[src/rtl/uart_tx_fifo.sv]
// rtl/uart_tx_fifo.sv - parametrised UART transmitter with write FIFO and internal baud divider
// A write queue feeds a start/data/parity/stop framer; frames run back-to-back while the queue has words.

module uart_tx_fifo_q #(
  parameter int DEPTH = 4,
  parameter int WIDTH = 8
) (
  input  logic                         sysclk,
  input  logic                         reset,
  input  logic [WIDTH-1:0]             s_tdata,
  input  logic                         s_tvalid,
  output logic                         s_tready,
  output logic [WIDTH-1:0]             m_tdata,
  output logic                         m_tvalid,
  input  logic                         m_tready,
  output logic [$clog2(DEPTH+1)-1:0]   count,
  output logic                         overrun
);

  localparam int PTR_W = $clog2(DEPTH);
  localparam int CNT_W = $clog2(DEPTH + 1);

  logic [WIDTH-1:0] mem [DEPTH];
  logic [PTR_W-1:0] wr_ptr;
  logic [PTR_W-1:0] rd_ptr;
  logic             push;
  logic             pop;

  // Readiness uses the pre-edge count, so a same-cycle pop never frees a slot for this write.
  assign s_tready = (count != CNT_W'(DEPTH));
  assign m_tvalid = (count != '0);
  assign m_tdata  = mem[rd_ptr];
  assign push     = s_tvalid && s_tready;
  assign pop      = m_tvalid && m_tready;

  always_ff @(posedge sysclk) begin
    if (push) begin
      mem[wr_ptr] <= s_tdata;
    end
  end

  // DEPTH is a power of two, so the pointers wrap by natural overflow.
  always_ff @(posedge sysclk or negedge reset) begin
    if (!reset) begin
      wr_ptr  <= '0;
      rd_ptr  <= '0;
      count   <= '0;
      overrun <= 1'b0;
    end else begin
      if (push) begin
        wr_ptr <= wr_ptr + 1'b1;
      end
      if (pop) begin
        rd_ptr <= rd_ptr + 1'b1;
      end
      if (push && !pop) begin
        count <= count + 1'b1;
      end else if (pop && !push) begin
        count <= count - 1'b1;
      end
      overrun <= s_tvalid && !s_tready;
    end
  end

endmodule

module uart_tx_fifo #(
  parameter int CLK_DIV    = 10417,
  parameter int DATA_BITS  = 8,
  parameter int PARITY     = 0,
  parameter int STOP_BITS  = 1,
  parameter int FIFO_DEPTH = 4
) (
  input  logic                                 sysclk,
  input  logic                                 reset,
  input  logic [DATA_BITS-1:0]                 TX_DATA,
  input  logic                                 TX_EN,
  output logic                                 UART_TX,
  output logic                                 TX_STATUS,
  output logic                                 TX_FULL,
  output logic [$clog2(FIFO_DEPTH+1)-1:0]      TX_COUNT,
  output logic                                 TX_OVERRUN
);

  localparam int   BAUD_W      = $clog2(CLK_DIV);
  localparam int   IDX_W       = $clog2(DATA_BITS);
  localparam int   FCNT_W      = $clog2(FIFO_DEPTH + 1);
  localparam logic PAR_EN      = (PARITY == 1) || (PARITY == 2);
  localparam logic PAR_ODD     = (PARITY == 1);
  localparam logic TWO_STOP    = (STOP_BITS == 2);
  localparam logic [BAUD_W-1:0] BAUD_RELOAD = BAUD_W'(CLK_DIV - 1);
  localparam logic [IDX_W-1:0]  LAST_IDX    = IDX_W'(DATA_BITS - 1);

  typedef enum logic [2:0] {IDLE, START, DATA, PAR, STOP} state_t;

  state_t               state_q;
  state_t               state_d;
  logic [BAUD_W-1:0]    baud_q;
  logic [BAUD_W-1:0]    baud_d;
  logic [IDX_W-1:0]     idx_q;
  logic [IDX_W-1:0]     idx_d;
  logic [DATA_BITS-1:0] shift_q;
  logic [DATA_BITS-1:0] shift_d;
  logic                 par_q;
  logic                 par_d;
  logic                 line_q;
  logic                 line_d;
  logic                 status_q;
  logic                 status_d;
  logic                 start_frame;
  logic                 pop;
  logic                 bit_end;
  logic                 wr_ok;
  logic                 fifo_ready;
  logic                 fifo_valid;
  logic [DATA_BITS-1:0] fifo_data;

  uart_tx_fifo_q #(
    .DEPTH (FIFO_DEPTH),
    .WIDTH (DATA_BITS)
  ) u_queue (
    .sysclk   (sysclk),
    .reset    (reset),
    .s_tdata  (TX_DATA),
    .s_tvalid (TX_EN),
    .s_tready (fifo_ready),
    .m_tdata  (fifo_data),
    .m_tvalid (fifo_valid),
    .m_tready (pop),
    .count    (TX_COUNT),
    .overrun  (TX_OVERRUN)
  );

  assign TX_FULL   = (TX_COUNT == FCNT_W'(FIFO_DEPTH));
  assign UART_TX   = line_q;
  assign TX_STATUS = status_q;
  assign bit_end   = (baud_q == '0);
  assign wr_ok     = TX_EN && fifo_ready;

  always_comb begin
    state_d     = state_q;
    baud_d      = baud_q;
    idx_d       = idx_q;
    shift_d     = shift_q;
    par_d       = par_q;
    line_d      = line_q;
    start_frame = 1'b0;
    pop         = 1'b0;

    if (state_q != IDLE) begin
      baud_d = bit_end ? BAUD_RELOAD : baud_q - 1'b1;
    end

    case (state_q)
      IDLE: begin
        line_d = 1'b1;
        if (fifo_valid) begin
          start_frame = 1'b1;
        end
      end
      START: begin
        if (bit_end) begin
          state_d = DATA;
          line_d  = shift_q[0];
          idx_d   = '0;
        end
      end
      DATA: begin
        if (bit_end) begin
          if (idx_q == LAST_IDX) begin
            if (PAR_EN) begin
              state_d = PAR;
              line_d  = par_q;
            end else begin
              state_d = STOP;
              line_d  = 1'b1;
              idx_d   = '0;
            end
          end else begin
            shift_d = shift_q >> 1;
            line_d  = shift_q[1];
            idx_d   = idx_q + 1'b1;
          end
        end
      end
      PAR: begin
        if (bit_end) begin
          state_d = STOP;
          line_d  = 1'b1;
          idx_d   = '0;
        end
      end
      STOP: begin
        // idx_q counts completed stop bits when two are configured.
        if (bit_end) begin
          if (TWO_STOP && idx_q == '0) begin
            idx_d = IDX_W'(1);
          end else if (fifo_valid) begin
            start_frame = 1'b1;
          end else begin
            state_d = IDLE;
            line_d  = 1'b1;
          end
        end
      end
      default: begin
        state_d = IDLE;
        line_d  = 1'b1;
      end
    endcase

    if (start_frame) begin
      pop     = 1'b1;
      state_d = START;
      line_d  = 1'b0;
      shift_d = fifo_data;
      par_d   = (^fifo_data) ^ PAR_ODD;
      baud_d  = BAUD_RELOAD;
    end

    // Idle after this edge: framer heading to IDLE and the queue left empty.
    status_d = (state_d == IDLE) &&
               ((TX_COUNT == '0 && !wr_ok) ||
                (TX_COUNT == FCNT_W'(1) && pop && !wr_ok));
  end

  always_ff @(posedge sysclk or negedge reset) begin
    if (!reset) begin
      state_q  <= IDLE;
      baud_q   <= '0;
      idx_q    <= '0;
      shift_q  <= '0;
      par_q    <= 1'b0;
      line_q   <= 1'b1;
      status_q <= 1'b1;
    end else begin
      state_q  <= state_d;
      baud_q   <= baud_d;
      idx_q    <= idx_d;
      shift_q  <= shift_d;
      par_q    <= par_d;
      line_q   <= line_d;
      status_q <= status_d;
    end
  end

endmodule

[config.mk]
export PLATFORM = sky130hd
export DESIGN_NAME = uart_tx_fifo
export DESIGN_NICKNAME = d
export VERILOG_FILES = /design/src/rtl/uart_tx_fifo.sv
export SDC_FILE = /design/constraint.sdc
export NUM_CORES = 1
export LEC_CHECK = 0
export ABC_AREA = 1
export CAP_MARGIN = 20
export CORE_ASPECT_RATIO = 0.8
export CORE_MARGIN = 3
export CORE_UTILIZATION = 54
export CTS_CLUSTER_DIAMETER = 120
export DETAILED_ROUTE_END_ITERATION = 10
export PLACE_DENSITY = 0.76
export REMOVE_ABC_BUFFERS = 1
export SLEW_MARGIN = 20
export SYNTH_ARGS = -nofsm -noshare
export SYNTH_HDL_FRONTEND = slang
export SYNTH_SLANG_ARGS = --single-unit
[constraint.sdc]
create_clock -name sysclk -period 2 [get_ports sysclk]
set_input_delay 0.4 -clock sysclk [delete_from_list [all_inputs] [get_ports sysclk]]
set_output_delay 0.4 -clock sysclk [all_outputs]
set_load 0.02 [all_outputs]
==> results of run 1 <==
## report_power, final
part | switching, uW | total [uW] | internal, uW
Combinational | 1110 | 1870 | 765
Sequential | 265 | 2190 | 1930
Clock | 560 | 1180 | 616
## cell families after synthesis
logic type               Yosys count  share of synthesized area, %
buffers and inverters             56                          6.65
adder cells (fa/ha/maj)           12                          4.39
XOR/XNOR                          10                          2.56
AO/OA/AOI/OAI                     40                          7.16
AND/OR/NAND/NOR                  169                          23.3
flip-flops                        70                          55.9
## per-layer routing
| metal | wire length, um | share of wire [%] |
|---|---|---|
| met1 | 3190 | 48 |
| met2 | 3030 | 46 |
| met3 | 373 | 5.6 |
| met4 | 59 | 0.89 |
| met5 | 0 | 0 |
## worst paths after layout
kind	depth (start not counted)	endpoint	slack [ns]
max reg2reg	12	u_queue.count[2]	0.14
min reg2reg	2	idx_q[2]	0.50
min in group sysclk	2	idx_q[2]	0.50
max	1	UART_TX	0.11
max in group asynchronous	2	TX_STATUS	1.44
min	1	baud_q[4]	0.006
## synthesized netlist by cell type, types with 3 or more instances
library cell	count
nand2_1	73
inv_1	42
nor2_1	40
dfrtp_1	36
edfxtp_1	32
nand3_1	23
o21ai_0	13
ha_1	12
a21oi_1	10
xor2_1	8
nor2_2	7
inv_2	6
a32o_1	5
nor3_1	5
nand2_2	4
nand4_1	4
o21ai_1	4
nand2_4	3
## cell type report
cell class	count	area (um^2)
clock buffer	10	138
clock inverter	6	71.3
fill	464	2020
inverter	50	188
multi-input combinational	231	1320
sequential	70	1910
tap	81	101
timing repair buffer	32	285
## registers in the layout (all words and copies together) (netlist names)
register         cells
state_q              3
u_queue.count        3
shift_q              8
UART_TX              1
baud_q              14
idx_q                3
u_queue.overrun      1
u_queue.wr_ptr       2
u_queue.rd_ptr       2
TX_STATUS            1
u_queue.mem         32
## cell usage in the layout, fill, tap and decap left out, types with 2 or more instances in the layout
cell type / instances
nand2_1: 72
nand4_1: 4
o21ai_0: 12
a32o_1: 5
o22ai_1: 2
clkinv_1: 2
dfrtp_1: 36
dfstp_2: 2
nand3b_1: 2
nand2_4: 3
clkinvlp_4: 2
clkbuf_8: 10
ha_1: 10
nor3_1: 5
nor2_1: 38
clkinv_4: 3
xor2_1: 8
clkdlybuf4s50_1: 15
inv_2: 8
a21oi_1: 10
o21ai_1: 5
nand2_2: 5
buf_4: 14
xnor2_1: 2
inv_1: 40
nand3_1: 23
edfxtp_1: 32
nor2_2: 8
nor2_4: 3
## worst reg2reg max path, cell delays in order (launching register included)
cell and delay, ns:
dfrtp_1 0.40, inv_2 0.09, ha_4 0.15, nand3_4 0.12, nor2_8 0.14, nand2_4 0.08
nand2_4 0.08, nand2_4 0.05, ha_2 0.32, nor2_1 0.04, o21ai_1 0.08, xor2_1 0.17
inv_1 0.05
## per-stage QoR
step                      cells  worst slack (ns)
after global placement      464             0.110
after global routing        480          -0.00558
after detailed placement    464            0.0349
after floorplan             351            -0.204
after CTS                   480            0.0124
final                       480             0.114
## repair_timing
| action | CTS | global route |
|---|---|---|
| resized for setup | 2 | 12 |
| endpoints found under the setup margin | 2 | 10 |
| setup buffers | 0 | 0 |
==> impl_metrics.env, run 1 <==
export IMPL_status="complete, no violations"
export IMPL_tritoncts="yes"
export IMPL_worstMarginPinSlew_ns=0.506
export IMPL_synth_ff_type="dfrtp_1"
export IMPL_grt_pass1_wl_um=11600
export IMPL_via_per_inst=5.15
export IMPL_worstPathRequired_ns=1.60
export IMPL_diodes=0
export IMPL_grt_busiest_layer="met2"
export IMPL_dp_final_hpwl_um=4680
export IMPL_synthCells=357
export IMPL_post_route_drc_count=0
export IMPL_slowest_stage="clkdlybuf4s50_1"
export IMPL_cp_cell_sequence="clkdlybuf4s50_1"
export IMPL_wl_per_cell_um=13.9
export IMPL_stdcell_area_um2=4010
export IMPL_gr_usage_all_layers_pct=20.6
export IMPL_clk_latency_ns=0.34
export IMPL_cts_root_buf="clkbuf_8"
export IMPL_drt_pass1_iterations=5
export IMPL_yosys_area_top_type="edfxtp_1"
export IMPL_ys_async_sr_fraction_pct=54.3
export IMPL_skew_ns=0.00941
export IMPL_io_pins=18
export IMPL_die_w_um=95.0
export IMPL_synth_cell_type_count=39
export IMPL_hold_buffers=0
export IMPL_wirelength_um=6660
export IMPL_peakVddDrop_v=0.000772
export IMPL_criticalPathCategory="register to output pin"
export IMPL_fmax_ghz=0.530
export IMPL_period_needed_ns=1.89
export IMPL_gr_usage_met1_pct=29.3
export IMPL_power_density_nw_per_um2=1300
export IMPL_grt_use_met3_pct=5.69
export IMPL_drt_iter0_drc=139
export IMPL_max_stage_delay_ns=0.60
export IMPL_whs_ns=0.00559
export IMPL_use_met2_pct=31.1
export IMPL_finalHoldViolCount=0
export IMPL_die_area_um2=7340
export IMPL_grt_max_degree=21
export IMPL_final_layout_size_suffix_gt1_share_pct=17.5
export IMPL_placed_area_um2=3770
export IMPL_gp_congestion=0.848
export IMPL_synth_edf_count=32
export IMPL_drtAntennaViolNets=0
export IMPL_rows=25
export IMPL_tns_ns=0
export IMPL_hold_path_class="input port to asynchronous set/reset pin"
export IMPL_crit_arrival_ns=1.49
export IMPL_cap_violations=0
export IMPL_path_clk_slew_ns=0.08
export IMPL_maxSlewHeadroom_pct=66.0
export IMPL_yosysTopAreaCellShare_pct=28.1
export IMPL_clock_path_buffers=2
export IMPL_synth_area_per_cell_um2=9.59
export IMPL_ys_top_cells_by_area="edfxtp_1, dfrtp_1, nand2_1"
export IMPL_critPathLaunch="UART_TX"
export IMPL_syn_to_final_growth_pct=17.3
export IMPL_end_kind="output pin"
export IMPL_start_kind="register"
export IMPL_overflow=0
export IMPL_grt_pass1_vias=2480
export IMPL_setup_viol=0
export IMPL_port_buffers=17
export IMPL_path_max_fanout=2
export IMPL_fin_crit_sh_pct=94.3
export IMPL_numCtsBuffers=9
export IMPL_leakage_uw=0.00178
export IMPL_power_total_uw=5240
export IMPL_syn_area_um2=3420
export IMPL_yosysSeqAreaShare_pct=55.9
export IMPL_num_nets_final=417
export IMPL_cts_sinks=70
export IMPL_r2r_start="baud_q[1]"
export IMPL_vias=2471
export IMPL_fin_util_pct=66.5
export IMPL_die_y_um=77.2
export IMPL_synth_warnings=0
export IMPL_core_um2=6040
export IMPL_initial_core_util_pct=56.7
export IMPL_crit_family="buffers and inverters"
export IMPL_synth_seq_cells=70
export IMPL_crit_buf_inv=1
export IMPL_htree_levels=3
export IMPL_slew_viol_final=0
export IMPL_antenna_found_initial=0
Note: power is estimated with default switching activity, not from simulation.
==> inputs of run 2 (changes only) <==
CORE_UTILIZATION = 42   (was 54)
PLACE_DENSITY = default   (was 0.76)
==> run 2 against run 1 <==
Effect of this change:
- largest cell class unchanged
- hold slack improved by 0.014 ns
- global-route usage fell by 5.0 points
- setup slack improved by 0.012 ns
- first-iteration DRC count fell by 37%
- sequential share of layout area fell by 0.24 points
- clock power fell by 3%
- register-to-register slack barely moved
- total power fell by 1.1%
- non-clock buffer count did not move
- via count fell by 2.8%
- critical path type unchanged
- sequential cell count did not move
==> impl_metrics.env, run 2 (synthesis results as in run 1) <==
export IMPL_final_cells=504
export IMPL_switching_share_pct=36.9
export IMPL_grt_setup_unrepaired="no"
export IMPL_leakage_uw=0.00179
export IMPL_crit_arrival_ns=1.47
export IMPL_clkPwrFrac_pct=22.0
export IMPL_period_needed_ns=1.87
export IMPL_whs_ns=0.0200
export IMPL_postCtsSetupBuffers=0
export IMPL_status="complete, no violations"
export IMPL_grt_pass1_vias=2254
export IMPL_diodes=0
export IMPL_cap_violations=0
export IMPL_final_cell_mix="nand2_1, inv_1, nor2_1"
export IMPL_clk_latency_ns=0.34
export IMPL_slowest_stage="clkdlybuf4s50_1"
export IMPL_fmax_ghz=0.533
export IMPL_cts_sinks=70
export IMPL_syn_to_final_growth_pct=17.8
export IMPL_p_switching_uw=1910
export IMPL_grt_max_degree=39
export IMPL_max_stage_delay_ns=0.60
export IMPL_power_total_uw=5180
export IMPL_clock_path_buffers=2
export IMPL_fin_crit_sh_pct=93.7
export IMPL_setup_slack_ns=0.125
export IMPL_num_nets_final=417
export IMPL_rows=28
export IMPL_pre_cts_ws_ns=0.00293
export IMPL_placedCellCount=488
export IMPL_wl_per_cell_um=13.3
export IMPL_worstMarginPinSlew_ns=0.500
export IMPL_regMostFlops="u_queue.mem"
export IMPL_htree_levels=3
export IMPL_hold_path_class="input port to asynchronous set/reset pin"
export IMPL_top_regs="u_queue.mem x32, baud_q x14, shift_q x8"
export IMPL_cp_cell_sequence="clkdlybuf4s50_1"
export IMPL_gr_usage_all_layers_pct=15.6
export IMPL_io_pins=18
export IMPL_p_comb_share_pct=35.9
export IMPL_initial_core_util_pct=44.8
export IMPL_post_route_drc_count=0
export IMPL_die_w_um=107
export IMPL_antenna_found_initial=0
export IMPL_die_area_um2=9280
export IMPL_die_y_um=86.8
export IMPL_slew_viol_final=0
export IMPL_power_density_nw_per_um2=1280
export IMPL_fin_util_pct=52.8
export IMPL_tritoncts="yes"
export IMPL_vias=2402
export IMPL_gp_congestion=0.817
export IMPL_largest_reg_flops=32
export IMPL_criticalPathCategory="register to output pin"
export IMPL_path_max_fanout=2
export IMPL_worstPathRequired_ns=1.60
export IMPL_core_um2=7640
export IMPL_final_common_cell="nand2_1"
export IMPL_seq_power_share_pct=42.1
export IMPL_drtAntennaViolNets=0
export IMPL_cts_root_buf="clkbuf_8"
export IMPL_wirelength_um=6700
export IMPL_numCtsBuffers=9
export IMPL_maxSlewHeadroom_pct=66.7
export IMPL_end_kind="output pin"
export IMPL_grt_pass1_wl_um=11200
export IMPL_finalHoldViolCount=0
export IMPL_crit_buf_inv=1
export IMPL_drt_iter0_drc=87
export IMPL_start_kind="register"
export IMPL_dp_final_hpwl_um=4690
export IMPL_p_int_uw=3270
export IMPL_via_per_inst=4.77
export IMPL_overflow=0
export IMPL_path_clk_slew_ns=0.08
export IMPL_peakVddDrop_v=0.000633
export IMPL_skew_ns=0.00523
export IMPL_crit_family="buffers and inverters"
export IMPL_port_buffers=17
export IMPL_setup_viol=0
export IMPL_drt_pass1_iterations=4
export IMPL_final_layout_size_suffix_gt1_share_pct=17.3
==> run 2: cell types whose count changed in the layout (fill, tap and decap cells not counted), sizes merged <==
cell	previous run	this run
clkbuf	11	10
clkinv	5	4
inv	48	50
==> run 2: worst register-to-register path: stages (launching register included) <==
cell,delay (ns)
dfrtp_1,0.39
inv_2,0.09
ha_4,0.15
nand3_4,0.12
nor2_8,0.12
nand2_4,0.08
nand2_4,0.08
nand2_4,0.05
ha_2,0.32
nor2_1,0.04
o21ai_1,0.09
xor2_1,0.17
inv_1,0.05
==> run 2: cell type report <==
class	count	area, um^2
Fill cell	720	3600
Sequential cell	70	1910
Multi-Input combinational cell	231	1320
Timing Repair Buffer	32	285
Inverter	50	188
Tap cell	105	131
Clock buffer	9	124
Clock inverter	7	72.6
==> run 2: final timing paths <==
kind	depth (start not counted)	slack, ns	to	from
min reg2reg	2	0.50	UART_TX	UART_TX
min in group sysclk	2	0.50	UART_TX	UART_TX
min	2	0.02	baud_q[6]	reset
max reg2reg	12	0.14	u_queue.count[2]	baud_q[1]
max	1	0.13	UART_TX	UART_TX
max in group asynchronous	2	1.73	TX_STATUS	reset
==> run 2: metrics by stage <==
| stage | cell area [um^2] | TNS [ns] |
|---|---|---|
| floorplan | 3380 | -4.95 |
| global placement | 3800 | 0 |
| detailed placement | 3800 | 0 |
| CTS | 4010 | 0 |
| global route | 4030 | 0 |
| finish | 4030 | 0 |
==> run 2: repair_timing <==
action                                  4_1_cts  5_1_grt
endpoints found under the setup margin        2        4
resized for setup                             2       12
hold buffers                                  0        0
pin swaps                                     0        2
==> run 2: layer usage <==
| metal | track usage [%] | vias up | wire (um) |
|---|---|---|---|
| met5 | 0 | - | 0 |
| met1 | 23.3 | 1094 | 3430 |
| met3 | 4.77 | 9 | 296 |
| met2 | 22.5 | 50 | 2900 |
| met4 | 3.48 | 0 | 74 |
| li1 | - | 1249 | - |
==> run 2: power groups by stage <==
stage | sequential (uW) | clock, uW | combinational, uW
finish | 2180 | 1140 | 1860
global route | 2230 | 1250 | 2120
CTS | 2170 | 1180 | 1830
detailed placement | 2200 | 0 | 1810
global placement | 2200 | 0 | 1780
floorplan | 2240 | 0 | 1140
==> inputs of run 3 (changes only) <==
CTS_CLUSTER_SIZE = 10   (was default)
clock period = 2.1 ns   (was 2 ns; I/O delays follow)
==> run 3 against run 2 <==
Effect of this change:
- routed wire length shrank 4.7%
- sequential share of layout area rose by 0.059 points
- clock skew grew 0.0043 ns
- sequential cell count is the same
- combinational power fell by 8%
- clock power up 4%
- non-clock buffer count shrank 1
- via count decreased by 0.62%
- count of clock-buffer cells in the layout is the same
==> impl_metrics.env, run 3 (synthesis results as in run 1) <==
export IMPL_r2r_start="baud_q[1]"
export IMPL_rows=28
export IMPL_num_nets_final=416
export IMPL_grt_pass1_vias=2261
export IMPL_drtAntennaViolNets=0
export IMPL_power_density_nw_per_um2=1240
export IMPL_clock_path_buffers=2
export IMPL_fillerInstances=717
export IMPL_wl_per_cell_um=12.7
export IMPL_cts_root_buf="clkbuf_8"
export IMPL_htree_levels=3
export IMPL_worstPathRequired_ns=1.68
export IMPL_cp_endpoint="TX_FULL"
export IMPL_status="complete, no violations"
export IMPL_diodes=0
export IMPL_crit_arrival_ns=1.51
export IMPL_slowest_stage="dfrtp_1"
export IMPL_setup_viol=0
export IMPL_cts_sinks=70
export IMPL_end_kind="output pin"
export IMPL_r2r_end="u_queue.count[2]"
export IMPL_post_route_drc_count=0
export IMPL_criticalPathCategory="register to output pin"
export IMPL_port_buffers=17
export IMPL_die_w_um=107
export IMPL_grt_pass1_wl_um=11200
export IMPL_slew_viol_final=0
export IMPL_via_per_inst=4.75
export IMPL_postCtsSetupBuffers=0
export IMPL_peakVddDrop_v=0.000687
export IMPL_reg2reg_depth=12
export IMPL_grt_max_degree=39
export IMPL_dp_final_hpwl_um=4500
export IMPL_final_common_cell="nand2_1"
export IMPL_grt_setup_unrepaired="no"
export IMPL_start_kind="register"
export IMPL_top_regs="u_queue.mem x32, baud_q x14, shift_q x8"
export IMPL_core_um2=7640
export IMPL_drt_iter0_drc=119
export IMPL_period_needed_ns=1.93
export IMPL_overflow=0
export IMPL_initial_core_util_pct=44.8
export IMPL_max_stage_delay_ns=0.41
export IMPL_gr_usage_all_layers_pct=15.5
export IMPL_regMostFlops="u_queue.mem"
export IMPL_final_layout_size_suffix_gt1_share_pct=15.8
export IMPL_cp_common_cell="inv_1"
export IMPL_tritoncts="yes"
export IMPL_path_clk_slew_ns=0.08
export IMPL_clk_latency_ns=0.34
export IMPL_hold_path_class="input port to asynchronous set/reset pin"
export IMPL_gp_congestion=0.806
export IMPL_numCtsBuffers=9
export IMPL_antenna_found_initial=0
export IMPL_worstMarginPinSlew_ns=0.529
export IMPL_leakage_uw=0.00178
export IMPL_finalHoldViolCount=0
export IMPL_cp_cell_sequence="inv_1, ha_1, nand2_1, inv_1, dlygate4sd2_1"
export IMPL_rrSetupSlack_ns=0.24
export IMPL_drt_pass1_iterations=4
export IMPL_power_total_uw=4980
export IMPL_critPathLaunch="u_queue.count[1]"
export IMPL_cap_violations=0
export IMPL_fin_crit_sh_pct=91.7
export IMPL_vias=2387
export IMPL_syn_to_final_growth_pct=17.7
export IMPL_fin_util_pct=52.8
export IMPL_final_cell_mix="nand2_1, inv_1, nor2_1"
export IMPL_die_area_um2=9280
export IMPL_wirelength_um=6380
export IMPL_path_max_fanout=4
export IMPL_die_y_um=86.8
export IMPL_io_pins=18
export IMPL_fmax_ghz=0.519
export IMPL_skew_ns=0.00957
export IMPL_maxSlewHeadroom_pct=64.7
export IMPL_largest_reg_flops=32
-- run 3: worst min path at each step --
stage / start / to
after detailed placement: UART_TX / UART_TX
final: reset / baud_q[5]
after floorplan: reset / baud_q[0]
after global placement: idx_q[2] / idx_q[2]
after CTS: reset / shift_q[5]
after global routing: reset / baud_q[5]
-- run 3: what timing repair did --
| action | 4_1_cts | 5_1_grt |
|---|---|---|
| setup endpoints to repair | 1 | 2 |
| hold buffers | 0 | 0 |
| resized for setup | 1 | 4 |
-- run 3: layer usage --
layer	wire (um)	global-route usage (%)	vias to the layer above	part of all wire (%)
met2	2710	21.6	41	42
met5	0	0	-	0
li1	-	-	1244	-
met1	3400	23.7	1097	53
met4	43	3.48	0	0.67
met3	230	4.47	5	3.6
-- run 3: power breakdown --
part / total [uW] / switching [uW] / internal (uW)
Sequential: 2070 / 236 / 1830
Combinational: 1720 / 1010 / 705
Clock: 1190 / 519 / 670
Total: 4980 / 1770 / 3210
-- run 3: worst max-delay path, delay by kind of cell, from the launching register on --
kind	cells	cell delay [ns]
adders and majority gates	1	0.17
DFF	1	0.41
and+or+nand+nor	1	0.07
buffers and inverters	3	0.52
-- run 3: layout make-up --
type / count / area, um^2 / share of cell area (%)
clock buffers: 9 / 124 / 3.07
inverters: 50 / 188 / 4.66
repair buffers: 31 / 269 / 6.68
flip-flops and latches: 70 / 1910 / 47.5
multi-input cells: 231 / 1310 / 32.4
well taps: 105 / 131 / 3.26
clock inverters: 7 / 96.3 / 2.39
-- run 3: through the flow --
stage          area (um^2)  hold WS [ns]  setup TNS [ns]  setup slack (ns)  instances
2_1_floorplan         3380         0.124           -1.65            -0.104        351
3_3_place_gp          3780         0.478               0             0.163        487
3_5_place_dp          3780         0.476               0             0.120        487
4_1_cts               4000         0.138               0            0.0960        503
5_1_grt               4030         0.161               0            0.0218        503
6_report              4030         0.127               0             0.175        503
